<file path="config.mk">
export PLATFORM = sky130hd
export DESIGN_NAME = fetch_ctrl
export DESIGN_NICKNAME = d
export VERILOG_FILES = /design/src/rtl/fetch_ctrl.sv
export SDC_FILE = /design/constraint.sdc
export NUM_CORES = 1
export LEC_CHECK = 0
export CORE_ASPECT_RATIO = 0.5
export CORE_MARGIN = 2
export CORE_UTILIZATION = 40
export CTS_CLUSTER_DIAMETER = 150
export DETAILED_ROUTE_END_ITERATION = 8
export GPL_ROUTABILITY_DRIVEN = 0
export GPL_TIMING_DRIVEN = 0
export PLACE_DENSITY = 0.76
export REMOVE_ABC_BUFFERS = 1
export SLEW_MARGIN = 0
export SYNTH_ARGS = -nofsm -noshare
export SYNTH_HDL_FRONTEND = slang
export SYNTH_SLANG_ARGS = --single-unit
</file>
<file path="constraint.sdc">
create_clock -name clk -period 5.33 [get_ports clk]
set_clock_uncertainty 0.2 [all_clocks]
set_input_delay 1.066 -clock clk [delete_from_list [all_inputs] [get_ports clk]]
set_output_delay 1.066 -clock clk [all_outputs]
set_load 0.02 [all_outputs]
</file>
<file path="src/rtl/fetch_ctrl.sv">
// Fetch-stage PC controller: branch redirect, stall hold, halt drain and halted park.
// Optional performance counters are built when FETCH_PERF_CNT_EN is defined.
module fetch_ctrl #(
  parameter logic [15:0] RESET_PC     = 16'h0000,
  parameter int          DRAIN_CYCLES = 3
) (
  input  logic        clk,
  input  logic        rst,
  input  logic        stall,
  input  logic        branch_taken,
  input  logic [15:0] branch_target,
  input  logic        halt_dec,
  output logic [15:0] pc,
  output logic [15:0] pc_plus_2,
  output logic        fetch_valid,
  output logic        flush_ifid,
  output logic        flush_idex,
`ifdef FETCH_PERF_CNT_EN
  output logic [15:0] redirect_cnt,
  output logic [15:0] stall_cnt,
`endif
  output logic        halted
);

  typedef enum logic [1:0] {
    RUN    = 2'd0,
    DRAIN  = 2'd1,
    HALTED = 2'd2
  } state_t;

  localparam logic [2:0] DRAIN_LOAD = 3'(DRAIN_CYCLES - 1);

  state_t      state_q, state_d;
  logic [15:0] pc_q, pc_d;
  logic [2:0]  cnt_q, cnt_d;
  logic        fetch_valid_c, flush_ifid_c, flush_idex_c;

  always_ff @(posedge clk or posedge rst) begin
    if (rst) begin
      state_q <= RUN;
      pc_q    <= RESET_PC;
      cnt_q   <= 3'd0;
    end else begin
      state_q <= state_d;
      pc_q    <= pc_d;
      cnt_q   <= cnt_d;
    end
  end

  always_comb begin
    state_d       = state_q;
    pc_d          = pc_q;
    cnt_d         = cnt_q;
    fetch_valid_c = 1'b0;
    flush_ifid_c  = 1'b0;
    flush_idex_c  = 1'b0;
    unique case (state_q)
      RUN: begin
        if (branch_taken) begin
          pc_d         = branch_target;
          flush_ifid_c = 1'b1;
          flush_idex_c = 1'b1;
        end else if (stall) begin
          pc_d = pc_q;
        end else if (halt_dec) begin
          fetch_valid_c = 1'b1;
          state_d       = DRAIN;
          cnt_d         = DRAIN_LOAD;
        end else begin
          fetch_valid_c = 1'b1;
          pc_d          = pc_q + 16'd2;
        end
      end
      DRAIN: begin
        flush_ifid_c = 1'b1;
        if (branch_taken) begin
          // A resolved branch means the HLT was on a wrong path: resume fetching.
          pc_d         = branch_target;
          flush_idex_c = 1'b1;
          state_d      = RUN;
          cnt_d        = 3'd0;
        end else if (cnt_q == 3'd0) begin
          state_d = HALTED;
        end else begin
          cnt_d = cnt_q - 3'd1;
        end
      end
      HALTED: begin
        state_d = HALTED;
      end
      default: begin
        state_d = RUN;
        cnt_d   = 3'd0;
      end
    endcase
  end

  assign pc          = pc_q;
  assign pc_plus_2   = pc_q + 16'd2;
  assign fetch_valid = fetch_valid_c & ~rst;
  assign flush_ifid  = flush_ifid_c & ~rst;
  assign flush_idex  = flush_idex_c & ~rst;
  assign halted      = (state_q == HALTED);

`ifdef FETCH_PERF_CNT_EN
  logic [15:0] redirect_cnt_q, redirect_cnt_d;
  logic [15:0] stall_cnt_q, stall_cnt_d;

  function automatic logic [15:0] sat_inc(input logic [15:0] v, input logic en);
    if (en && (v != 16'hFFFF)) return v + 16'd1;
    return v;
  endfunction

  // Halted ignores all inputs, so a branch there is not a redirect.
  always_comb begin
    redirect_cnt_d = sat_inc(redirect_cnt_q, branch_taken && (state_q != HALTED));
    stall_cnt_d    = sat_inc(stall_cnt_q, (state_q == RUN) && stall && !branch_taken);
  end

  always_ff @(posedge clk or posedge rst) begin
    if (rst) begin
      redirect_cnt_q <= 16'd0;
      stall_cnt_q    <= 16'd0;
    end else begin
      redirect_cnt_q <= redirect_cnt_d;
      stall_cnt_q    <= stall_cnt_d;
    end
  end

  assign redirect_cnt = redirect_cnt_q;
  assign stall_cnt    = stall_cnt_q;
`endif

endmodule

</file>
=== Word level (Yosys, flattened, before mapping) ===
Index checks and enable logic that the tools add are counted.

* Bits in registers: 21
* Bits of input ports: 21
* Word-level logic and storage cells: 50

* Add/sub/neg operators: 2
* Eq/ne operators: 10
* Multiplexer cells: 23
* Bitwise gates (word level): 5
* Reduce and logical (&&, ||, !) cells: 7

{| class="wikitable"
|+ Operators by type and width
! cell !! number
|-
| $mux W16 || 4
|-
| $pmux W16 S2 || 1
|-
| $add A16 B2 Y16 const B || 1
|-
| $mux W3 || 5
|-
| $ne A3 B3 Y1 const B || 4
|-
| $mux W2 || 5
|-
| $pmux W3 S3 || 1
|-
| $ne A2 B2 Y1 const B || 4
|-
| $reduce_and A4 Y1 || 2
|-
| $pmux W2 S3 || 1
|-
| $mux W1 || 5
|-
| $reduce_and A5 Y1 || 1
|-
| $and A1 B1 Y1 || 3
|-
| $logic_not A3 Y1 || 1
|-
| $sub A3 B1 Y3 const B || 1
|-
| $eq A2 B1 Y1 const B || 1
|-
| $eq A2 B2 Y1 const B || 1
|-
| $logic_not A2 Y1 || 1
|-
| $not A1 Y1 || 2
|-
| $pmux W1 S2 || 1
|-
| $reduce_bool A2 Y1 || 1
|-
| $reduce_or A2 Y1 || 1
|}

=== Longest topological paths before layout ===
* Word-level depth: 5
* Depth in mapped cells: 7
* Depth with buffers taken out: 6

=== Worst setup path before layout ===
OpenSTA, ideal clock, no wires.

* Path type: input to output
* Start point: in branch_taken
* End point: out flush_ifid
* Arrival: 1,960 ps
* Required time: 4,064 ps
* Path slack: 2,104 ps
* Cell stages on the path: 3
* Buffers on the path: 1
* Cells stage by stage: clkbuf_1 > inv_1 > a211oi_1

* Cells in the longest elaborated chain, start to end: 3

{| class="wikitable"
|+ Ends and longest elaborated chain
! element !! RTL line !! RTL
|-
| from (decl) || 10 || <nowiki>input logic branch_taken,</nowiki>
|-
| $mux W1 || 59 || <nowiki>if (branch_taken) begin</nowiki>
|-
| $pmux W1 S2 || 57 || <nowiki>unique case (state_q)</nowiki>
|-
| $and A1 B1 Y1 || 101 || <nowiki>assign flush_ifid = flush_ifid_c & ~rst;</nowiki>
|-
| to (decl) || 16 || <nowiki>output logic flush_ifid,</nowiki>
|}

Every way passes these cells.

=== Final worst setup path ===
* Start point: in branch_taken
* End point: out fetch_valid

* Cells in the longest elaborated chain, start to end: 3

{| class="wikitable"
|+ Ends and longest elaborated chain
! element !! RTL line !! RTL
|-
| $mux W1 || 59 ||
|-
| $mux W1 || 57 ||
|-
| $and A1 B1 Y1 || 100 || <nowiki>assign fetch_valid = fetch_valid_c & ~rst;</nowiki>
|-
| to (decl) || 15 || <nowiki>output logic fetch_valid,</nowiki>
|}

Every way passes these cells.

==> qor.yml <==
floorplanning:
  fp.dieArea_sq_um: 4100
  chipWidth_microns: 88.6
  start_util_pct: 41.7
  fp.coreArea_sq_um: 3430
  die_y_microns: 46.3
  rows: 15
  ios: 57
clocking:
  cts_resized: 0
  insertion_delay_ns: 0.27
  cts.sinks: 21
  cts_max_level: 1
  clockBufferDepth: 2
  clk_pin_slew_ns: 0.08
  postCtsSetupBuffers: 0
  cts_made_buffers: 3
  cts-root-buf: "clkbuf_8"
  cts_tree: "yes"
  postCtsHoldBufs: 0
synth:
  synth_adder_area_share_pct: 2.62
  synth.yosys.seq_area_share_pct: 36.7
  synth.ff_latch_count: 21
  yosys.area_share.simple_pct: 21.7
  synth_area_leader_cell: "dfrtp_1"
  synth_top_area_share_pct: 36.7
  synth_cell_types: 39
  synth_top_family_by_area: "compound AO/OA/AOI/OAI gates"
  synth.area.top_cells: "dfrtp_1, xnor2_1, a21oi_1, nand3_1, o211ai_1"
  async_flop_share_pct: 100
  syn_avg_cell_area_sq_um: 8.78
  synth_edf_count: 0
  synth_compound_area_share_pct: 22.1
  synth.mux.area_fraction_pct: 2.19
  synthFlopType: "dfrtp_1"
  synth-xor-area-share_pct: 7.95
  syn_area_sq_um: 1430
  ys_warn_count: 0
  synth_cells: 163
power:
  ir_drop_mv: 0.211
  internal-power_mw: 0.686
  p_clk_share_pct: 8.5
  seqPwrFrac_pct: 27.8
  comb_power_share_pct: 63.8
  sw_frac_of_total_pct: 47.2
  p_leak_nw: 0.777
  p_switching_mw: 0.614
  powerDensity_nw_per_um2: 636
  power_mw: 1.30
sta:
  setup_viol: 0
  max-slew-margin-rel_pct: 16.2
  worst_slew_pin_slew_ns: 1.25
  fin_tns_setup_ns: 0
  min_period_over_period_pct: 83.6
  period_needed_ns: 4.46
  finalHoldViolations: 0
  rsz0062_at_grt: "false"
  slew_violations: 0
  setup_ws_ns: 0.875
  fmax_ghz: 0.224
  fin_worst_hold_slack_ns: 0.297
worst_setup_path:
  cp_max_fo: 17
  startpoint_type: "primary input"
  reg2reg_depth: 4
  setup.worst_path.end_class: "primary output"
  r2r_slack_ns: 2.95
  worstPathRequired_ns: 4.06
  worstPathArrival_ns: 3.19
  critPathKind: "in -> out"
global_routing:
  grt_pass1_vias: 1292
  grt.overflow.total: 0
  grt_pass1_wl_mm: 6.10
  grt_max_degree: 23
  grt_use_total_pct: 20.1
  antenna_found_initial: 0
place:
  io_buffers: 56
  dpl_worst_slack_ns: 0.928
  dpl.hpwl_mm: 2.84
routing:
  post_drt_wl_per_cell_microns: 15.3
  route.final.wire_length_mm: 4.02
  dr.pass1.iters: 4
  drt-initial-drc-count: 90
  vias: 1476
  drc: 0
  via_per_inst: 5.63
  drtAntennaViolNets: 0
finish:
  area_growth_pct: 42.9
  final_common_cell: "clkdlybuf4s50_1"
  nets: 236
  layout_common_cells: "clkdlybuf4s50_1, dfrtp_1, a21oi_1"
  diodes: 0
  drive_gt1_share_pct: 5.21
worst_hold_path:
  min_path_cells: 1
  hp-class: "reg -> reg"
status:
  status: "finished clean"
flow_run:
  drv_cap: 0
## layer usage
metal	vias up	track usage, %	wire length (microns)
met5	-	0	0
met4	0	6.36	57
met3	6	4.66	170
met2	35	31.9	1930
met1	724	27.7	1870
li1	711	-	-
## final timing paths
kind	start	end
max	branch_taken	fetch_valid
min	cnt_q[0]	cnt_q[0]
max reg2reg	state_q[1]	pc[3]
min reg2reg	cnt_q[0]	cnt_q[0]
max in group asynchronous	rst	pc[4]
min in group asynchronous	rst	pc[15]
## kinds of logic after synthesis
family | Yosys count
AO/OA/AOI/OAI | 45
XOR/XNOR | 13
adder cells (fa/ha/maj) | 3
buffers and inverters | 23
flip-flops | 21
multiplexers | 3
AND/OR/NAND/NOR | 55
## power by group through the flow
| stage | sequential, mW | clock (mW) | combinational (mW) |
|---|---|---|---|
| global placement | 0.355 | 0 | 0.821 |
| detailed placement | 0.361 | 0 | 0.832 |
| global route | 0.377 | 0.117 | 0.892 |
| finish | 0.361 | 0.110 | 0.829 |
| floorplan | 0.412 | 0 | 0.397 |
| CTS | 0.359 | 0.110 | 0.835 |
## Yosys cell counts, types with 2 or more instances
| library cell | count |
|---|---|
| nand3_2 | 2 |
| a211oi_1 | 2 |
| nand2_1 | 9 |
| dfrtp_1 | 21 |
| and3_1 | 3 |
| inv_1 | 10 |
| or4_1 | 2 |
| a31o_2 | 3 |
| nand3_1 | 10 |
| xnor2_1 | 8 |
| xor2_1 | 5 |
| nor4_1 | 5 |
| o211ai_1 | 6 |
| o21ai_0 | 2 |
| a31oi_1 | 3 |
| nor2_1 | 7 |
| ha_1 | 3 |
| nor2b_1 | 2 |
| nand4b_1 | 3 |
| a32oi_1 | 5 |
| nand4_1 | 3 |
| a32o_1 | 2 |
| clkbuf_1 | 6 |
| nor3_1 | 3 |
| a21oi_1 | 11 |
| buf_2 | 5 |
| or3_1 | 3 |
| o22ai_1 | 5 |
| mux2i_1 | 2 |
| a2bb2oi_1 | 3 |
## metrics by stage
stage | std cells | instance area [sq um] | util, %
2_1_floorplan | 151 | 1380 | -
4_1_cts | 262 | 2050 | 59.6
6_report | 262 | 2050 | 59.6
3_5_place_dp | 258 | 2000 | 58.3
3_3_place_gp | 258 | 2000 | 58.3
5_1_grt | 262 | 2050 | 59.6
## state kept, by name, summed over array words and instances (netlist names)
| name | count |
|---|---|
| pc | 16 |
| cnt_q | 3 |
| state_q | 2 |
## area by class of cell
type | count | area [sq um]
Timing Repair Buffer | 56 | 561
Multi-Input combinational cell | 119 | 810
Inverter | 11 | 41.3
Fill cell | 315 | 1390
Tap cell | 51 | 63.8
Clock buffer | 4 | 45.0
Sequential cell | 21 | 526
## worst max-delay path: stages
cell	delay, ns
clkdlybuf4s50_1	0.78
nor2_1	0.51
and3_1	0.22
clkdlybuf4s50_1	0.60
(Power assumes the default switching activity.)
